File: src/rtl/mem_port_sched_pkg.sv
// Shared definitions for the memory port scheduler: access sizes, FSM states,
// and the byte-enable generator used by the lane aligner.
package mem_port_sched_pkg;

  typedef enum logic [1:0] {
    SZ_BYTE = 2'd0,
    SZ_HALF = 2'd1,
    SZ_WORD = 2'd2
  } size_e;

  typedef enum logic [2:0] {
    ST_IDLE,
    ST_IF_BUS,
    ST_DM_BUS,
    ST_IF_RESP,
    ST_DM_RESP
  } state_e;

  function automatic logic [3:0] byte_en(input logic [1:0] size, input logic [1:0] lo);
    case (size)
      SZ_BYTE: byte_en = 4'b0001 << lo;
      SZ_HALF: byte_en = lo[1] ? 4'b1100 : 4'b0011;
      default: byte_en = 4'b1111;
    endcase
  endfunction

endpackage

File: src/rtl/mem_port_sched_lane.sv
// Combinational lane aligner: byte enables, store-data replication,
// load lane extraction with sign/zero extension, and access legality.
module mem_lane_align
  import mem_port_sched_pkg::*;
(
  input  logic [1:0]  size,
  input  logic [1:0]  addr_lo,
  input  logic        rd,
  input  logic        wr,
  input  logic        sign_ext,
  input  logic [31:0] wdata,
  input  logic [31:0] rdata,
  output logic [3:0]  be,
  output logic [31:0] wdata_rep,
  output logic [31:0] rdata_ext,
  output logic        illegal
);

  logic signed [7:0]  ld_b;
  logic signed [15:0] ld_h;

  always_comb begin
    be        = byte_en(size, addr_lo);
    ld_b      = rdata[{addr_lo, 3'b000} +: 8];
    ld_h      = rdata[{addr_lo[1], 4'b0000} +: 16];
    wdata_rep = wdata;
    rdata_ext = rdata;
    case (size)
      SZ_BYTE: begin
        wdata_rep = {4{wdata[7:0]}};
        rdata_ext = sign_ext ? 32'(ld_b) : {24'd0, ld_b};
      end
      SZ_HALF: begin
        wdata_rep = {2{wdata[15:0]}};
        rdata_ext = sign_ext ? 32'(ld_h) : {16'd0, ld_h};
      end
      default: ;
    endcase
    illegal = (rd & wr) || (size == 2'b11)
           || (size == SZ_HALF && addr_lo[0])
           || (size == SZ_WORD && addr_lo != 2'b00);
  end

endmodule

File: src/rtl/mem_port_sched.sv
// Single-port memory scheduler arbitrating fetch and data access onto one bus.
// Optional bus timeout is enabled by defining MEM_TIMEOUT_EN.
module mem_port_sched
  import mem_port_sched_pkg::*;
#(
  parameter int TIMEOUT_CYCLES = 64
) (
  input  logic        clk,
  input  logic        reset,
  input  logic        if_req,
  input  logic [31:0] if_addr,
  output logic [31:0] if_rdata,
  output logic        if_done,
  output logic        if_stall,
  input  logic        dm_read,
  input  logic        dm_write,
  input  logic [31:0] dm_addr,
  input  logic [31:0] dm_wdata,
  input  logic [1:0]  dm_size,
  input  logic        dm_signed,
  output logic [31:0] dm_rdata,
  output logic        dm_done,
  output logic        dm_err,
  output logic        dm_stall,
  output logic        if_err,
  output logic        mem_req,
  output logic        mem_we,
  output logic [31:0] mem_addr,
  output logic [3:0]  mem_be,
  output logic [31:0] mem_wdata,
  input  logic [31:0] mem_rdata,
  input  logic        mem_ack
);

  state_e      state;
  logic        last_dm;
  logic [3:0]  lane_be;
  logic [31:0] lane_wdata;
  logic [31:0] lane_rdata;
  logic        lane_illegal;
  logic        dm_pend;
  logic        dm_wins;

  mem_lane_align u_align (
    .size      (dm_size),
    .addr_lo   (dm_addr[1:0]),
    .rd        (dm_read),
    .wr        (dm_write),
    .sign_ext  (dm_signed),
    .wdata     (dm_wdata),
    .rdata     (mem_rdata),
    .be        (lane_be),
    .wdata_rep (lane_wdata),
    .rdata_ext (lane_rdata),
    .illegal   (lane_illegal)
  );

  // Data normally wins, but a data grant followed by a pending fetch yields to IF.
  assign dm_pend  = dm_read | dm_write;
  assign dm_wins  = dm_pend & ~(last_dm & if_req);
  assign if_stall = if_req & ~if_done;
  assign dm_stall = dm_pend & ~dm_done;

`ifdef MEM_TIMEOUT_EN
  localparam int TW = $clog2(TIMEOUT_CYCLES + 1);
  localparam logic [TW-1:0] TMO_LAST = TW'(TIMEOUT_CYCLES - 1);
  logic [TW-1:0] tmo_cnt;
  logic          tmo_hit;
  assign tmo_hit = (tmo_cnt == TMO_LAST);
`else
  logic tmo_unused;
  assign tmo_unused = ^TIMEOUT_CYCLES;
  assign if_err     = 1'b0;
`endif

  always_ff @(posedge clk or negedge reset) begin
    if (!reset) begin
      state     <= ST_IDLE;
      last_dm   <= 1'b0;
      mem_req   <= 1'b0;
      mem_we    <= 1'b0;
      mem_addr  <= '0;
      mem_be    <= '0;
      mem_wdata <= '0;
      if_rdata  <= '0;
      if_done   <= 1'b0;
      dm_rdata  <= '0;
      dm_done   <= 1'b0;
      dm_err    <= 1'b0;
`ifdef MEM_TIMEOUT_EN
      if_err    <= 1'b0;
      tmo_cnt   <= '0;
`endif
    end else begin
      case (state)
        ST_IDLE: begin
`ifdef MEM_TIMEOUT_EN
          tmo_cnt <= '0;
`endif
          if (dm_wins) begin
            last_dm <= 1'b1;
            if (lane_illegal) begin
              dm_done  <= 1'b1;
              dm_err   <= 1'b1;
              dm_rdata <= '0;
              state    <= ST_DM_RESP;
            end else begin
              mem_req   <= 1'b1;
              mem_we    <= dm_write;
              mem_addr  <= dm_addr & ~32'h3;
              mem_be    <= lane_be;
              mem_wdata <= dm_write ? lane_wdata : '0;
              state     <= ST_DM_BUS;
            end
          end else if (if_req) begin
            last_dm   <= 1'b0;
            mem_req   <= 1'b1;
            mem_we    <= 1'b0;
            mem_addr  <= if_addr & ~32'h3;
            mem_be    <= 4'b1111;
            mem_wdata <= '0;
            state     <= ST_IF_BUS;
          end
        end
        ST_IF_BUS: begin
          if (mem_ack) begin
            mem_req  <= 1'b0;
            if_rdata <= mem_rdata;
            if_done  <= 1'b1;
            state    <= ST_IF_RESP;
          end
`ifdef MEM_TIMEOUT_EN
          else if (tmo_hit) begin
            mem_req  <= 1'b0;
            if_rdata <= '0;
            if_err   <= 1'b1;
            if_done  <= 1'b1;
            state    <= ST_IF_RESP;
          end else begin
            tmo_cnt <= tmo_cnt + 1'b1;
          end
`endif
        end
        ST_DM_BUS: begin
          if (mem_ack) begin
            mem_req  <= 1'b0;
            mem_we   <= 1'b0;
            dm_rdata <= mem_we ? '0 : lane_rdata;
            dm_done  <= 1'b1;
            state    <= ST_DM_RESP;
          end
`ifdef MEM_TIMEOUT_EN
          else if (tmo_hit) begin
            mem_req  <= 1'b0;
            mem_we   <= 1'b0;
            dm_rdata <= '0;
            dm_err   <= 1'b1;
            dm_done  <= 1'b1;
            state    <= ST_DM_RESP;
          end else begin
            tmo_cnt <= tmo_cnt + 1'b1;
          end
`endif
        end
        ST_IF_RESP: begin
          if_done  <= 1'b0;
          if_rdata <= '0;
`ifdef MEM_TIMEOUT_EN
          if_err   <= 1'b0;
`endif
          state    <= ST_IDLE;
        end
        ST_DM_RESP: begin
          dm_done  <= 1'b0;
          dm_err   <= 1'b0;
          dm_rdata <= '0;
          state    <= ST_IDLE;
        end
        default: state <= ST_IDLE;
      endcase
    end
  end

endmodule

File: config.mk
export PLATFORM = sky130hd
export DESIGN_NAME = mem_port_sched
export DESIGN_NICKNAME = d
export VERILOG_FILES = /design/src/rtl/mem_port_sched_pkg.sv /design/src/rtl/mem_port_sched_lane.sv /design/src/rtl/mem_port_sched.sv
export SDC_FILE = /design/constraint.sdc
export NUM_CORES = 1
export LEC_CHECK = 0
export ABC_AREA = 1
export CORE_MARGIN = 3
export CORE_UTILIZATION = 40
export CTS_BUF_LIST = sky130_fd_sc_hd__clkbuf_4 sky130_fd_sc_hd__clkbuf_8
export CTS_CLUSTER_DIAMETER = 120
export DETAILED_ROUTE_END_ITERATION = 6
export GPL_TIMING_DRIVEN = 0
export PLACE_DENSITY = 0.79
export SLEW_MARGIN = 40
export SYNTH_ARGS = -nofsm -noshare
export SYNTH_HDL_FRONTEND = slang
export SYNTH_SLANG_ARGS = --single-unit
File: constraint.sdc
create_clock -name clk -period 1.5 [get_ports clk]
set_input_delay 0.15 -clock clk [delete_from_list [all_inputs] [get_ports clk]]
set_output_delay 0.15 -clock clk [all_outputs]
set_load 0.01 [all_outputs]
==> run summary <==
HPWL after DPL: 18520 um
final setup vio count: 115
Design Power: 23.76 mW
Crit Path Category: flop to flop
Layout Cells excl Fill: 1382
Reg-to-Reg Start: last_dm
register area share after synthesis: 52.67%
FP Rows: 46
clock sink count: 139
worst-path cell chain: nand2_2, inv_1, nor2_4, nand2_2, nand2_2, nand3_4, nor2_4, buf_12, buf_12, nand2_4, nand2_2
Max-cap violations: 0
via count: 7514
post-synthesis compound-gate area fraction: 11.97%
gp weighted congestion: 0.9178
min Tclk post-route: 1.732 ns
GR Util All Layers: 28.79%
CP endpoint: dm_rdata[12]
port bufs: 269
min-delay worst type: primary input to async pin
post-synth top area cell: dfrtp_1
Initial Util: 41.27%
mux cell area share after synthesis: 1.213%
WP data required: 1.90 ns
post-synthesis simple-gate area fraction: 27.64%
Reg-to-Reg End: dm_rdata[12]
I/O pin count: 277
die width: 134.5 um
initial antenna violation count: 1
routed len/inst: 21.70 um
Post-Place Cells: 1301
fin nets: 1290
synth unique cells: 33
root buf cell: clkbuf_8
DR vias/cell: 5.437
vias in the first global route: 7175
Clk Latency, worst-skew pair: 0.47 ns
Die ar.: 18090 sq um
most common cell after layout, fill and taps aside: nand2_1
Leak Pwr: 6.031 nW
P&R area growth vs syn: 80.43%
global-route wire length before repair: 40150 um
unrepaired setup endpoints after global routing: true
total global routing overflow: 0
Setup Slack @ Placement: -0.6986 ns
part of the cycle the worst path needs: 115.5%
crit path max fanout: 7
post-synthesis async set-or-reset flop share: 100.0%
drt first pass iters: 5
synthesized instance count: 812
EDFF count, synth: 0
Synth top area share: 52.67%
f_max: 0.5772 GHz
CTS Buf Count: 17
YS warnings: 0
Yosys reg bits: 139
worst reg-to-reg path cell count: 11
most frequent cells in the layout: nand2_1 (181), dfrtp_1 (138), dlygate4sd2_1 (137)
setup ws final: -0.2325 ns
CP peak stage delay: 0.41 ns
CTS tree: yes
Cell Pwr Density: 1994 nW/um^2
peak supply drop: 1.109 mV
clk_skew: 0.01094 ns
Synth Area in XOR/XNOR: 0%
maximum clock path buffer count: 2
predominant post-synthesis flop cell: dfrtp_1
layout cells sized above 1: 26.09%
Post-DP Area: 9634 sq um
Total Neg Setup Slack: -13.44 ns
top post-synthesis cells by area: dfrtp_1 (53%), nand2_1 (15%), nand3_1 (5.5%)
Final Util: 74.47%
FF-to-FF setup slack: -0.23 ns
Worst setup startpoint: last_dm
synthesized area: 6604 sq um
status: finished, violations left
Finished Cell Area: 11920 sq um
Worst setup SP type: flop
Reg clk slew, reported paths: 0.08 ns
Final Hold Fails: 0
Slowest cell on crit path: dfrtp_1
Core Box Area: 16000 sq um
Die Y-Extent: 134.5 um
Setup crit end kind: flop
Final Max Slew Viols: 0
initial drt markers: 684
failing checks: setup timing
wirelength, routed: 29990 um
Filler Cell Count: 1087
Worst-Margin Slew: 0.6095 ns
largest family of logic cells by synthesized area: simple AND/OR/NAND/NOR gates
H-tree level count: 4
largest net degree at the start of global routing: 62
critical path arrival: 2.14 ns
worst hold slack: 0.1260 ns
drt drc: 0
Rel. slew slack: 59.29%
most used cell, CP: nand2_2
number of routed nets with antenna violations: 0
Synth Area in Adders: 0%
average size of a mapped cell: 8.133 sq um
[how the worst min path moves through the flow]
stage,startpoint,endpoint,slack [ns]
floorplan,reset,dm_done,-0.15
global route,reset,dm_rdata[22],0.14
finish,reset,dm_rdata[26],0.13
detailed placement,reset,dm_rdata[26],0.02
global placement,dm_err,dm_err,0.46
CTS,reset,dm_rdata[22],0.12
[synth_stat cells (all sizes together), types with 3 or more instances]
cell    instances
a21oi           5
buf            28
clkbuf         21
dfrtp         139
inv            45
mux2i           8
nand2         263
nand3          75
nand3b          7
nor2           90
nor3            3
o211ai          7
o21ai          59
o22ai          15
o31ai          38
[sequential cells by signal, summed over array words and instances (netlist names)]
name / flops
if_rdata: 32
state: 3
dm_rdata: 32
mem_addr: 30
dm_done: 1
mem_we: 1
last_dm: 1
mem_req: 1
mem_wdata: 32
dm_err: 1
mem_be: 4
if_done: 1
[timing repair]
action,CTS,global route
hold buffers,1,0
pin swaps,20,31
cloned,11,3
hold endpoints to repair,78,0
endpoints found under the setup margin,268,139
gates resized for setup,281,240
buffers inserted,29,10
[cell type report]
type / count / area [sq um] / area share (%)
Multi-Input combinational cell: 579 / 3775 / 31.68
Antenna cell: 1 / 2.502 / 0.02100
Clock buffer: 20 / 256.5 / 2.153
Inverter: 47 / 185.2 / 1.554
Buffer: 49 / 501.7 / 4.211
Clock inverter: 11 / 195.2 / 1.638
Tap cell: 216 / 270.3 / 2.268
Sequential cell: 139 / 3480 / 29.20
Timing Repair Buffer: 320 / 3249 / 27.27
[layer usage]
metal / part of all wire (%) / routed length, um / track usage [%] / vias to the layer above
li1: - / - / - / 3359
met1: 37 / 11170 / 37.10 / 3662
met2: 51 / 15180 / 46.68 / 384
met3: 7.0 / 2092 / 7.004 / 109
met4: 5.1 / 1538 / 12.22 / 0
met5: 0 / 0 / 0 / -
[where the power goes]
| part | internal (mW) | total [mW] | switching, mW |
|---|---|---|---|
| logic | 6.52 | 13.7 | 7.20 |
| clock network | 2.02 | 3.55 | 1.53 |
| registers | 5.33 | 6.49 | 1.16 |
[worst max-delay path, delay by kind of cell (launching register included)]
family / cells / cell delay (ns)
simple gates: 8 / 0.86
buf+inv: 3 / 0.39
flops: 1 / 0.41
[kinds of logic (layout without fill, tap and decap cells)]
| group | after synthesis | after routing |
|---|---|---|
| AO/OA/AOI/OAI | 128 | 128 |
| buffers and inverters | 96 | 447 |
| flip-flops | 139 | 139 |
| multiplexers | 8 | 8 |
| other | 1 | 4 |
| AND/OR/NAND/NOR | 440 | 440 |
No activity file was read; power rests on OpenSTA's default activity.
==> patch, RTL diff (config.mk and constraints unchanged) <==
The option `MEM_TIMEOUT_EN` is turned on by a define.
--- a/src/rtl/mem_port_sched.sv
+++ b/src/rtl/mem_port_sched.sv
@@ -2,2 +2,4 @@
 // Optional bus timeout is enabled by defining MEM_TIMEOUT_EN.
+`define MEM_TIMEOUT_EN
+
 module mem_port_sched
Check against the original RTL: same outputs for any inputs over 4 cycles, from zero or initial values and one cycle with reset low; that may be too few to reach the edited logic, so the function may still have changed.
==> patch against the original RTL <==
The flow still finishes with violations (setup timing). Design area rose by 0.43%. Wire length down 7.5%. Area after synthesis rose by 7.4%. Total power decreased by 12%. Largest cell class is now buffers. Sequential share of layout area grew 1.5 points. Final cell count rose by 2.6%. Critical endpoint is now dm_err. Sequential cell count rose by 8. Setup slack improved by 0.0041 ns. Core utilization down 5.5 points.
==> patch: results (changes against the original RTL) <==
- Vias per inst: 5.33 (was 5.44)
- Gpl congestion: 0.944 (was 0.918)
- Status: finished with violations (unchanged)
- DRT iter0 DRCs: 559 (was 684)
- Avg Inst Size Synth: 8.42 um2 (was 8.13 um2)
- Worst vdd ir: 1120 uV (was 1110 uV)
- Post-synthesis sequential area ratio: 0.519 (was 0.527)
- Layout Skew: 0.0221 ns (was 0.0109 ns)
- Via count: 7558 (was 7514)
- CP Data Arrival Time: 2.07 ns (was 2.14 ns)
- Largest net degree at the start of global routing: 67 (was 62)
- Worst-Skew Late Latency: 0.45 ns (was 0.47 ns)
- Final worst setup slack: -0.228 ns (was -0.232 ns)
- Share of cells above drive strength 1: 0.232 (was 0.261)
- Global-route wire length before repair: 40300 um (was 40200 um)
- Slew HR: 0.523 (was 0.593)
- Vias in the first global route: 7291 (was 7175)
- Initial antenna violation count: 0 (was 1)
- Failing checks: setup timing (unchanged)
- Placed cells: 1343 (was 1301)
- Unique masters post-synth: 37 (was 33)
- # setup viols final: 143 (was 115)
- ANT cells: 0 (was 1)
- DRT Pass-1 Iters: 7 (was 5)
- Fillers: 1283 (was 1087)
- Port-buffer cells: 272 (was 269)
- GR Util All Layers: 0.263 (was 0.288)
- Hpwl dp: 19800 um (was 18500 um)
[patch: cell types whose count changed in the layout (fill, tap and decap cells not counted), sizes merged, moves of 30 or more]
cell,unedited run,this run
nand3,75,105
dlymetal6s2s,0,38
dlygate4sd2,137,100
nor2,90,21
o21ai,59,96
[patch: cell type report]
cell class / instances / area [um2] / share of cell area
Inverter: 46 / 183 / 0.0153
Buffer: 49 / 412 / 0.0344
Sequential cell: 147 / 3680 / 0.308
Clock inverter: 13 / 219 / 0.0183
Clock buffer: 19 / 255 / 0.0213
Timing Repair Buffer: 316 / 3280 / 0.274
Multi-Input combinational cell: 603 / 3660 / 0.306
Tap cell: 225 / 282 / 0.0235
[patch: path summary, 6_finish.rpt]
path	to	from	depth (start not counted)
worst min-delay path	if_rdata[1]	reset	2
worst min register to register	dm_rdata[20]	dm_rdata[20]	2
max in group asynchronous	mem_wdata[6]	reset	3
min in group clk	mem_wdata[2]	dm_wdata[2]	3
worst max-delay path	dm_err	tmo_cnt[0]	8
worst max register to register	dm_err	tmo_cnt[0]	8
[patch: per-layer routing]
layer / routed length (um) / vias to the layer above / GRT usage
met4: 1100 / 0 / 0.108
met5: 0 / - / 0
met2: 14000 / 379 / 0.442
met1: 10700 / 3624 / 0.328
met3: 1970 / 70 / 0.0614
li1: - / 3485 / -
[patch: cell families (layout without fill, tap and decap cells)]
group,Yosys count,in the layout,share of synthesized area
muxes,31,31,0.0437
other,1,2,0.000529
DFF,147,147,0.519
buffers and inverters,95,443,0.0628
xor gates and xnor gates,4,4,0.00494
adders and majority gates,1,1,0.00176
and+or+nand+nor,422,423,0.253
AOI/OAI and AO/OA,142,142,0.114
[patch: power breakdown]
part | internal, mW | leakage [nW] | switching, mW | total (mW)
sequential | 5.46 | 1.91 | 1.11 | 6.57
combinational | 5.18 | 4.29 | 5.48 | 10.7
clock | 2.08 | 0.229 | 1.62 | 3.70
[patch: worst max-delay path: stages, from the launching register on]
cell and delay, ns:
dfrtp_1 0.43, ha_4 0.18, nand3_4 0.09, nor2_4 0.15
nand2_4 0.10, o21ai_0 0.34, nand3_1 0.19, nand2_1 0.09
nand2_1 0.05
[patch: timing repair]
item / 4_1_cts / 5_1_grt
endpoints found under the setup margin: 280 / 179
hold buffers: 1 / 0
gates cloned: 3 / 10
buffers inserted: 12 / 17
pin swaps: 7 / 29
gates resized for setup: 127 / 236
hold endpoints to repair: 147 / 0
[patch: metrics by stage]
stage | setup slack [ns] | setup TNS [ns] | area (um2) | hold WS, ns
after floorplan | -0.00729 | -0.371 | 7170 | -0.146
after global placement | -5.71 | -898.21 | 10200 | 0.464
after detailed placement | -0.665 | -62.49 | 10200 | -0.00802
after CTS | -0.183 | -14.03 | 10800 | 0.0730
after global routing | -0.270 | -31.73 | 12000 | 0.110
final | -0.228 | -22.57 | 12000 | 0.116
